--- src/rtl/pong_match_ctrl.sv ---
// Pong match sequencer: idle/serve/play/point/over flow, ASCII scores, winner.
// Define PONG_AUTO_SERVE_EN to serve automatically after AUTO_SERVE_FRAMES.
module pong_match_ctrl #(
  parameter int unsigned WIN_SCORE         = 5,
  parameter int unsigned PAUSE_FRAMES      = 60,
  parameter int unsigned AUTO_SERVE_FRAMES = 180,
  parameter logic [7:0]  ASCII_BASE        = 8'h30
) (
  input  logic       in_clock,
  input  logic       in_reset_n,
  input  logic       in_animate,
  input  logic       in_start,
  input  logic       in_left_score,
  input  logic       in_right_score,
  output logic       out_ball_hold,
  output logic       out_serve_dir,
  output logic       out_point,
  output logic [2:0] out_state,
  output logic [7:0] out_player1,
  output logic [7:0] out_player2,
  output logic [1:0] out_winner
);

  localparam int unsigned MAX_F =
    (PAUSE_FRAMES > AUTO_SERVE_FRAMES) ? PAUSE_FRAMES : AUTO_SERVE_FRAMES;
  localparam int unsigned CW = $clog2(MAX_F + 1);
  localparam logic [CW-1:0] PAUSE_C = CW'(PAUSE_FRAMES);
`ifdef PONG_AUTO_SERVE_EN
  localparam logic [CW-1:0] AUTO_C = CW'(AUTO_SERVE_FRAMES);
`endif
  localparam logic [7:0] WIN_C = ASCII_BASE + 8'(WIN_SCORE);

  typedef enum logic [2:0] {
    S_IDLE  = 3'd0,
    S_SERVE = 3'd1,
    S_PLAY  = 3'd2,
    S_POINT = 3'd3,
    S_OVER  = 3'd4
  } state_e;

  state_e        state_q, state_d;
  logic          hold_q, hold_d;
  logic          dir_q, dir_d;
  logic          point_q, point_d;
  logic [7:0]    p1_q, p1_d;
  logic [7:0]    p2_q, p2_d;
  logic [1:0]    win_q, win_d;
  logic [CW-1:0] cnt_q, cnt_d;
  logic          start_q, left_q, right_q;

  logic          start_rise, left_rise, right_rise;
  logic [7:0]    p1_inc, p2_inc;
  logic [CW-1:0] cnt_inc;

  assign start_rise = in_start & ~start_q;
  assign left_rise  = in_left_score & ~left_q;
  assign right_rise = in_right_score & ~right_q;
  assign p1_inc     = p1_q + 8'd1;
  assign p2_inc     = p2_q + 8'd1;
  assign cnt_inc    = cnt_q + CW'(1);

  always_comb begin
    state_d = state_q;
    dir_d   = dir_q;
    point_d = 1'b0;
    p1_d    = p1_q;
    p2_d    = p2_q;
    win_d   = win_q;
    cnt_d   = cnt_q;
    case (state_q)
      S_IDLE, S_OVER: begin
        if (start_rise) begin
          state_d = S_SERVE;
          p1_d    = ASCII_BASE;
          p2_d    = ASCII_BASE;
          win_d   = 2'b00;
          cnt_d   = '0;
        end
      end
      S_SERVE: begin
        if (start_rise) begin
          state_d = S_PLAY;
          cnt_d   = '0;
        end
`ifdef PONG_AUTO_SERVE_EN
        else if (in_animate) begin
          if (cnt_inc == AUTO_C) begin
            state_d = S_PLAY;
            cnt_d   = '0;
          end else begin
            cnt_d = cnt_inc;
          end
        end
`endif
      end
      S_PLAY: begin
        // Left wins a same-cycle tie; the right rise is dropped.
        if (left_rise) begin
          p1_d    = p1_inc;
          dir_d   = 1'b1;
          point_d = 1'b1;
          cnt_d   = '0;
          if (p1_inc == WIN_C) begin
            state_d = S_OVER;
            win_d   = 2'b01;
          end else begin
            state_d = S_POINT;
          end
        end else if (right_rise) begin
          p2_d    = p2_inc;
          dir_d   = 1'b0;
          point_d = 1'b1;
          cnt_d   = '0;
          if (p2_inc == WIN_C) begin
            state_d = S_OVER;
            win_d   = 2'b10;
          end else begin
            state_d = S_POINT;
          end
        end
      end
      S_POINT: begin
        if (in_animate) begin
          if (cnt_inc == PAUSE_C) begin
            state_d = S_SERVE;
            cnt_d   = '0;
          end else begin
            cnt_d = cnt_inc;
          end
        end
      end
      default: begin
        state_d = S_IDLE;
        cnt_d   = '0;
      end
    endcase
    hold_d = (state_d != S_PLAY);
  end

  always_ff @(posedge in_clock or negedge in_reset_n) begin
    if (!in_reset_n) begin
      state_q <= S_IDLE;
      hold_q  <= 1'b1;
      dir_q   <= 1'b0;
      point_q <= 1'b0;
      p1_q    <= ASCII_BASE;
      p2_q    <= ASCII_BASE;
      win_q   <= 2'b00;
      cnt_q   <= '0;
      start_q <= 1'b0;
      left_q  <= 1'b0;
      right_q <= 1'b0;
    end else begin
      state_q <= state_d;
      hold_q  <= hold_d;
      dir_q   <= dir_d;
      point_q <= point_d;
      p1_q    <= p1_d;
      p2_q    <= p2_d;
      win_q   <= win_d;
      cnt_q   <= cnt_d;
      start_q <= in_start;
      left_q  <= in_left_score;
      right_q <= in_right_score;
    end
  end

  assign out_state     = state_q;
  assign out_ball_hold = hold_q;
  assign out_serve_dir = dir_q;
  assign out_point     = point_q;
  assign out_player1   = p1_q;
  assign out_player2   = p2_q;
  assign out_winner    = win_q;

endmodule

--- config.mk ---
export PLATFORM = sky130hd
export DESIGN_NAME = pong_match_ctrl
export DESIGN_NICKNAME = d
export VERILOG_FILES = /design/src/rtl/pong_match_ctrl.sv
export SDC_FILE = /design/constraint.sdc
export NUM_CORES = 1
export LEC_CHECK = 0
export CAP_MARGIN = 20
export CORE_AREA = 2 2 68 70
export DETAILED_ROUTE_END_ITERATION = 12
export DIE_AREA = 0 0 70 72
export PLACE_DENSITY = 0.66
export SLEW_MARGIN = 20
export SYNTH_ARGS = -nofsm -noshare
export SYNTH_HDL_FRONTEND = slang
export SYNTH_SLANG_ARGS = --single-unit
--- constraint.sdc ---
create_clock -name in_clock -period 3.5 [get_ports in_clock]
set_clock_uncertainty 0.2 [all_clocks]
set_input_delay 0.7 -clock in_clock [delete_from_list [all_inputs] [get_ports in_clock]]
set_output_delay 0.7 -clock in_clock [all_outputs]
set_load 0.02 [all_outputs]
After elaboration in Yosys (flattened, before gate mapping):

Index checks and enable logic that the tools add are counted.
W data, S select, Z words.

* magnitude comparators: 0
* shift operators: 0
* reductions and logical operators: 10
* div/mod/pow operators: 0
* equality and inequality tests: 17
* bitwise gates (word level): 6
* multiplexer cells: 32
* multiply operators: 0
* $add $sub $neg: 3

Operators with widths (count)
* $mux W8: 9
* $pmux W8 S2: 2
* $add A8 B1 Y8 const B: 3
* $eq A8 B6 Y1 const B: 3
* $mux W3: 8
* $pmux W8 S3: 1
* $pmux W3 S4: 1
* $mux W2: 5
* $ne A2 B2 Y1 const B: 5
* $ne A3 B3 Y1 const B: 3
* $eq A3 B2 Y1 const B: 2
* $reduce_and A3 Y1: 2
* $mux W1: 5
* $reduce_and A5 Y1: 1
* $pmux W2 S2: 1
* $reduce_and A4 Y1: 1
* $reduce_bool A2 Y1: 2
* $and A1 B1 Y1: 3
* $eq A3 B1 Y1 const B: 1
* $eq A3 B3 Y1 const B: 1
* $logic_not A3 Y1: 1
* $ne A3 B2 Y1 const B: 1
* $not A1 Y1: 3
* $reduce_or A3 Y1: 1
* other kinds (3): 3

* word-level logic and storage cells: 79
* output and inout bits: 24
* memory bits (writable): 0
* bits of input ports: 6
* ROM bits: 0
* register bits after elaboration: 35
* latch bits: 0
* memories: 0

Depth between registers and ports, before layout:

* depth in word-level cells: 7
* gate-level depth with buffers: 6
* gate-level depth less buffers: 6

Worst setup path before layout:

No wires, ideal clock.

* path type: reg-to-reg
* start point: register p1_q[0] (netlist: out_player1[0])
* end point: register win_q[1] (netlist: out_winner[1])
* data arrival time: 2.025 ns
* path slack: 1.154 ns
* required time: 3.178 ns
* period minus slack after synthesis: 2.346 ns
* setup time: 0.122 ns
* buffers on the path: 0
* stages on the path, launching flop included: 7
* path through: dfrtp_1 > ha_1 > and4_4 > and2_4 > o32a_1 > or3_4 > a32o_1

* longest elaborated chain between the ends: 4

RTL lines
* start, declared: RTL line 45 `logic [7:0] p1_q, p1_d;`
* start signal, assigned: RTL line 158 `p1_q <= p1_d;`
* $add A8 B1 Y8: RTL line 58 `assign p1_inc = p1_q + 8'd1;`
* $eq A8 B6 Y1: RTL line 103 `if (p1_inc == WIN_C) begin`
* $ne A3 B3 Y1 (no source line)
* $reduce_and A5 Y1 (no source line)
* end signal, assigned: RTL line 160 `win_q <= win_d;`
* end, declared: RTL line 47 `logic [1:0] win_q, win_d;`

Every way passes these cells.
A chain may end at the register's enable or synchronous reset.

Worst setup path after layout:

* start point: input port in_left_score
* end point: register cnt_q[5]

* longest elaborated chain between the ends: 3
* elaborated cells on any way between the ends: 5
* classes of those cells: eq/ne: 1; mux: 2; bitwise: 1; reduce/logical: 1

RTL lines
* start, declared: RTL line 13 `input logic in_left_score,`
* $and A1 B1 Y1 (*): RTL line 56 `assign left_rise = in_left_score & ~left_q;`
* $ne A3 B3 Y1 (no source line) / $mux W8 (equally long branches)
* $reduce_and A3 Y1 (no source line) / $pmux W8 S3 (equally long branches)
* end signal, assigned: RTL line 161 `cnt_q <= cnt_d;`
* end, declared: RTL line 48 `logic [CW-1:0] cnt_q, cnt_d;`

Every way passes the cells marked *; elsewhere a longest branch is shown, timed or not.

==> flow_metrics.py <==
metrics = {
    "place": {
        "portBuffers": 29,
        "dpl_cell_area_um2": 2270,
        "gp_congestion": 0.826,
        "dp_hpwl_um": 2970,
    },
    "sta": {
        "slew_headroom": 0.573,
        "tightest_slew_ps": 641,
        "finalHoldViolCount": 0,
        "tns_ps": 0,
        "post-route-period-util": 0.737,
        "max_freq_mhz": 387,
        "maxSlewViolCount": 0,
        "setup_viol": 0,
        "rsz0062_at_grt": "no",
        "final.min_clock_period_ps": 2580,
    },
    "floorplanning": {
        "initial_utilization": 0.445,
        "die_h_um": 72,
        "row_count": 24,
        "die_area_um2": 5040,
        "die_x_um": 70,
        "core_area_um2": 4260,
        "io_pins": 30,
    },
    "power": {
        "peakVddDrop_v": 0.000329,
        "power_density_nw_per_um2": 615,
        "power.leakage_uw": 0.000968,
    },
    "routing": {
        "drt_iter0_drc": 107,
        "wire_per_inst_um": 14.1,
        "wirelength_um": 4170,
        "vias": 1658,
        "via_per_inst": 5.62,
        "ant_nets": 0,
        "drc": 0,
        "firstDrtPassIters": 4,
    },
    "critical_path": {
        "arrival_ps": 2610,
        "worst_ep_required_time_ps": 3530,
        "crit_path_end_kind": "flip-flop",
        "start_kind": "primary input",
        "cp_max_fo": 9,
        "path_class": "primary input to flip-flop",
    },
    "synthesis": {
        "netlist_instances": 205,
        "async_flop_share": 1.00,
        "ys_types": 47,
        "syn_area_per_cell_um2": 9.25,
        "synth_area_um2": 1900,
        "syn_nets": 216,
        "synth-main-ff-cell": "dfrtp_1",
        "synth_seq_cells": 35,
        "synth-edff-count": 0,
        "synth-warning-count": 0,
        "yosysSeqAreaShare": 0.465,
    },
    "layout": {
        "final_cell_area_um2": 2350,
        "diodes": 0,
        "drive_gt1_frac": 0.0823,
        "nets": 253,
        "most-common-layout-cells": "dfrtp_1 (30), clkdlybuf4s50_1 (29), nand2_1 (27)",
        "syn_to_final_growth_pct": 23.9,
        "layout_commonest_cell": "dfrtp_1",
    },
    "global_route": {
        "grt_pass1_wl_um": 7160,
        "grtUsageMet3": 0.0514,
        "grtUsageMet2": 0.267,
        "grt_max_degree": 36,
        "grt.busiest_layer": "met2",
        "grt_usage": 0.176,
        "overflow": 0,
        "grt_antenna_before_repair": 0,
        "grt_pass1_vias": 1546,
        "grtUsageMet1": 0.242,
    },
    "clocking": {
        "ctsLongestPathBuffers": 2,
        "cts_buffers": 5,
        "cts_root_buf": "clkbuf_8",
        "clkLatencyLatePin_ps": 280,
        "cts_resized": 0,
        "cts_setup_buffers": 0,
        "htree_levels": 2,
        "tritoncts": "done",
        "postCtsHoldBufs": 0,
        "cts.reportedPaths.clkPinSlew_ps": 70,
        "clock-sinks": 35,
    },
    "flow_run": {
        "drv_cap": 0,
    },
    "worst_hold_path": {
        "hold_path_class": "flip-flop to flip-flop",
    },
    "run_status": {
        "status": "completed",
    },
}
-- area by class of cell --
type / instances / area (um^2)
Fill cell: 391 / 1910
Multi-Input combinational cell: 162 / 982
Sequential cell: 35 / 882
Timing Repair Buffer: 33 / 320
Clock buffer: 7 / 76.3
Tap cell: 52 / 65.1
Inverter: 5 / 18.8
Clock inverter: 1 / 5.00
-- layer usage --
layer,share of wire,wire (um)
met1,0.48,1990
met2,0.46,1920
met3,0.051,211
met4,0.013,53
met5,0,0
-- Yosys cell counts, types with 3 or more instances --
cell type / count / area, um^2
dfstp_2: 5 / 131
nand2_1: 27 / 101
nor2_1: 19 / 71.3
nand3_1: 16 / 80.1
o21ai_0: 22 / 110
nor3b_1: 4 / 30.0
nor2b_1: 4 / 25.0
xnor2_1: 3 / 26.3
inv_1: 5 / 18.8
ha_1: 5 / 62.6
o31ai_1: 6 / 45.0
nand4_1: 3 / 18.8
dfrtp_1: 30 / 751
nor3_1: 5 / 25.0
nand2b_1: 8 / 50.1
xor2_1: 4 / 35.0
-- worst max-delay path, cell delays in order --
cell	delay, ps
clkdlybuf4s50_1	440
nor2b_1	140
buf_4	150
o32a_1	330
o22ai_1	510
o21bai_1	200
a21o_1	130
-- per-stage QoR --
step | total power, uW | util | instances | setup slack, ps | hold slack (ps)
CTS | 1450 | 0.551 | 295 | 939 | 286
global route | 1540 | 0.551 | 295 | 789 | 330
global placement | 1160 | 0.532 | 287 | 697 | 270
finish | 1440 | 0.551 | 295 | 919 | 290
floorplan | 942 | - | 205 | 1150 | 204
detailed placement | 1170 | 0.532 | 287 | 642 | 279
-- cells by family (layout without fill, tap and decap cells) --
| kind of cell | count (synthesis) | after routing | share of synthesized area |
|---|---|---|---|
| AND/OR/NAND/NOR | 98 | 98 | 0.269 |
| AO/OA/AOI/OAI | 51 | 51 | 0.178 |
| flip-flops | 35 | 35 | 0.465 |
| buffers and inverters | 8 | 46 | 0.0171 |
| XOR/XNOR | 7 | 7 | 0.0323 |
| adder cells (fa/ha/maj) | 5 | 5 | 0.0330 |
| multiplexers | 1 | 1 | 0.00528 |
-- report_power, final --
| group | switching (uW) | internal, uW | leakage, uW |
|---|---|---|---|
| clock | 147 | 140 | 0.0000422 |
| combinational | 299 | 249 | 0.000472 |
| sequential | 115 | 495 | 0.000454 |
-- state kept, by name, indices dropped and copies added, names as in the netlist, 2 cells and up --
register     flops
out_state        3
out_player2      8
cnt_q            8
out_player1      8
out_winner       2
-- worst paths after layout --
path	start	endpoint	slack [ps]	cells past startpoint
max	in_left_score	cnt_q[5]$_DFFE_PN0P_	920	7
max reg2reg	out_player1[0]$_DFFE_PN0P_	out_winner[1]$_DFFE_PN0P_	1110	6
min in group asynchronous	in_reset_n	start_q$_DFF_PN0_	640	2
min reg2reg	cnt_q[7]$_DFFE_PN0P_	cnt_q[7]$_DFFE_PN0P_	290	1
min	cnt_q[7]$_DFFE_PN0P_	cnt_q[7]$_DFFE_PN0P_	290	1
max in group asynchronous	in_reset_n	out_player2[4]$_DFFE_PN1P_	2120	2
No activity file was read; power rests on OpenSTA's default activity.
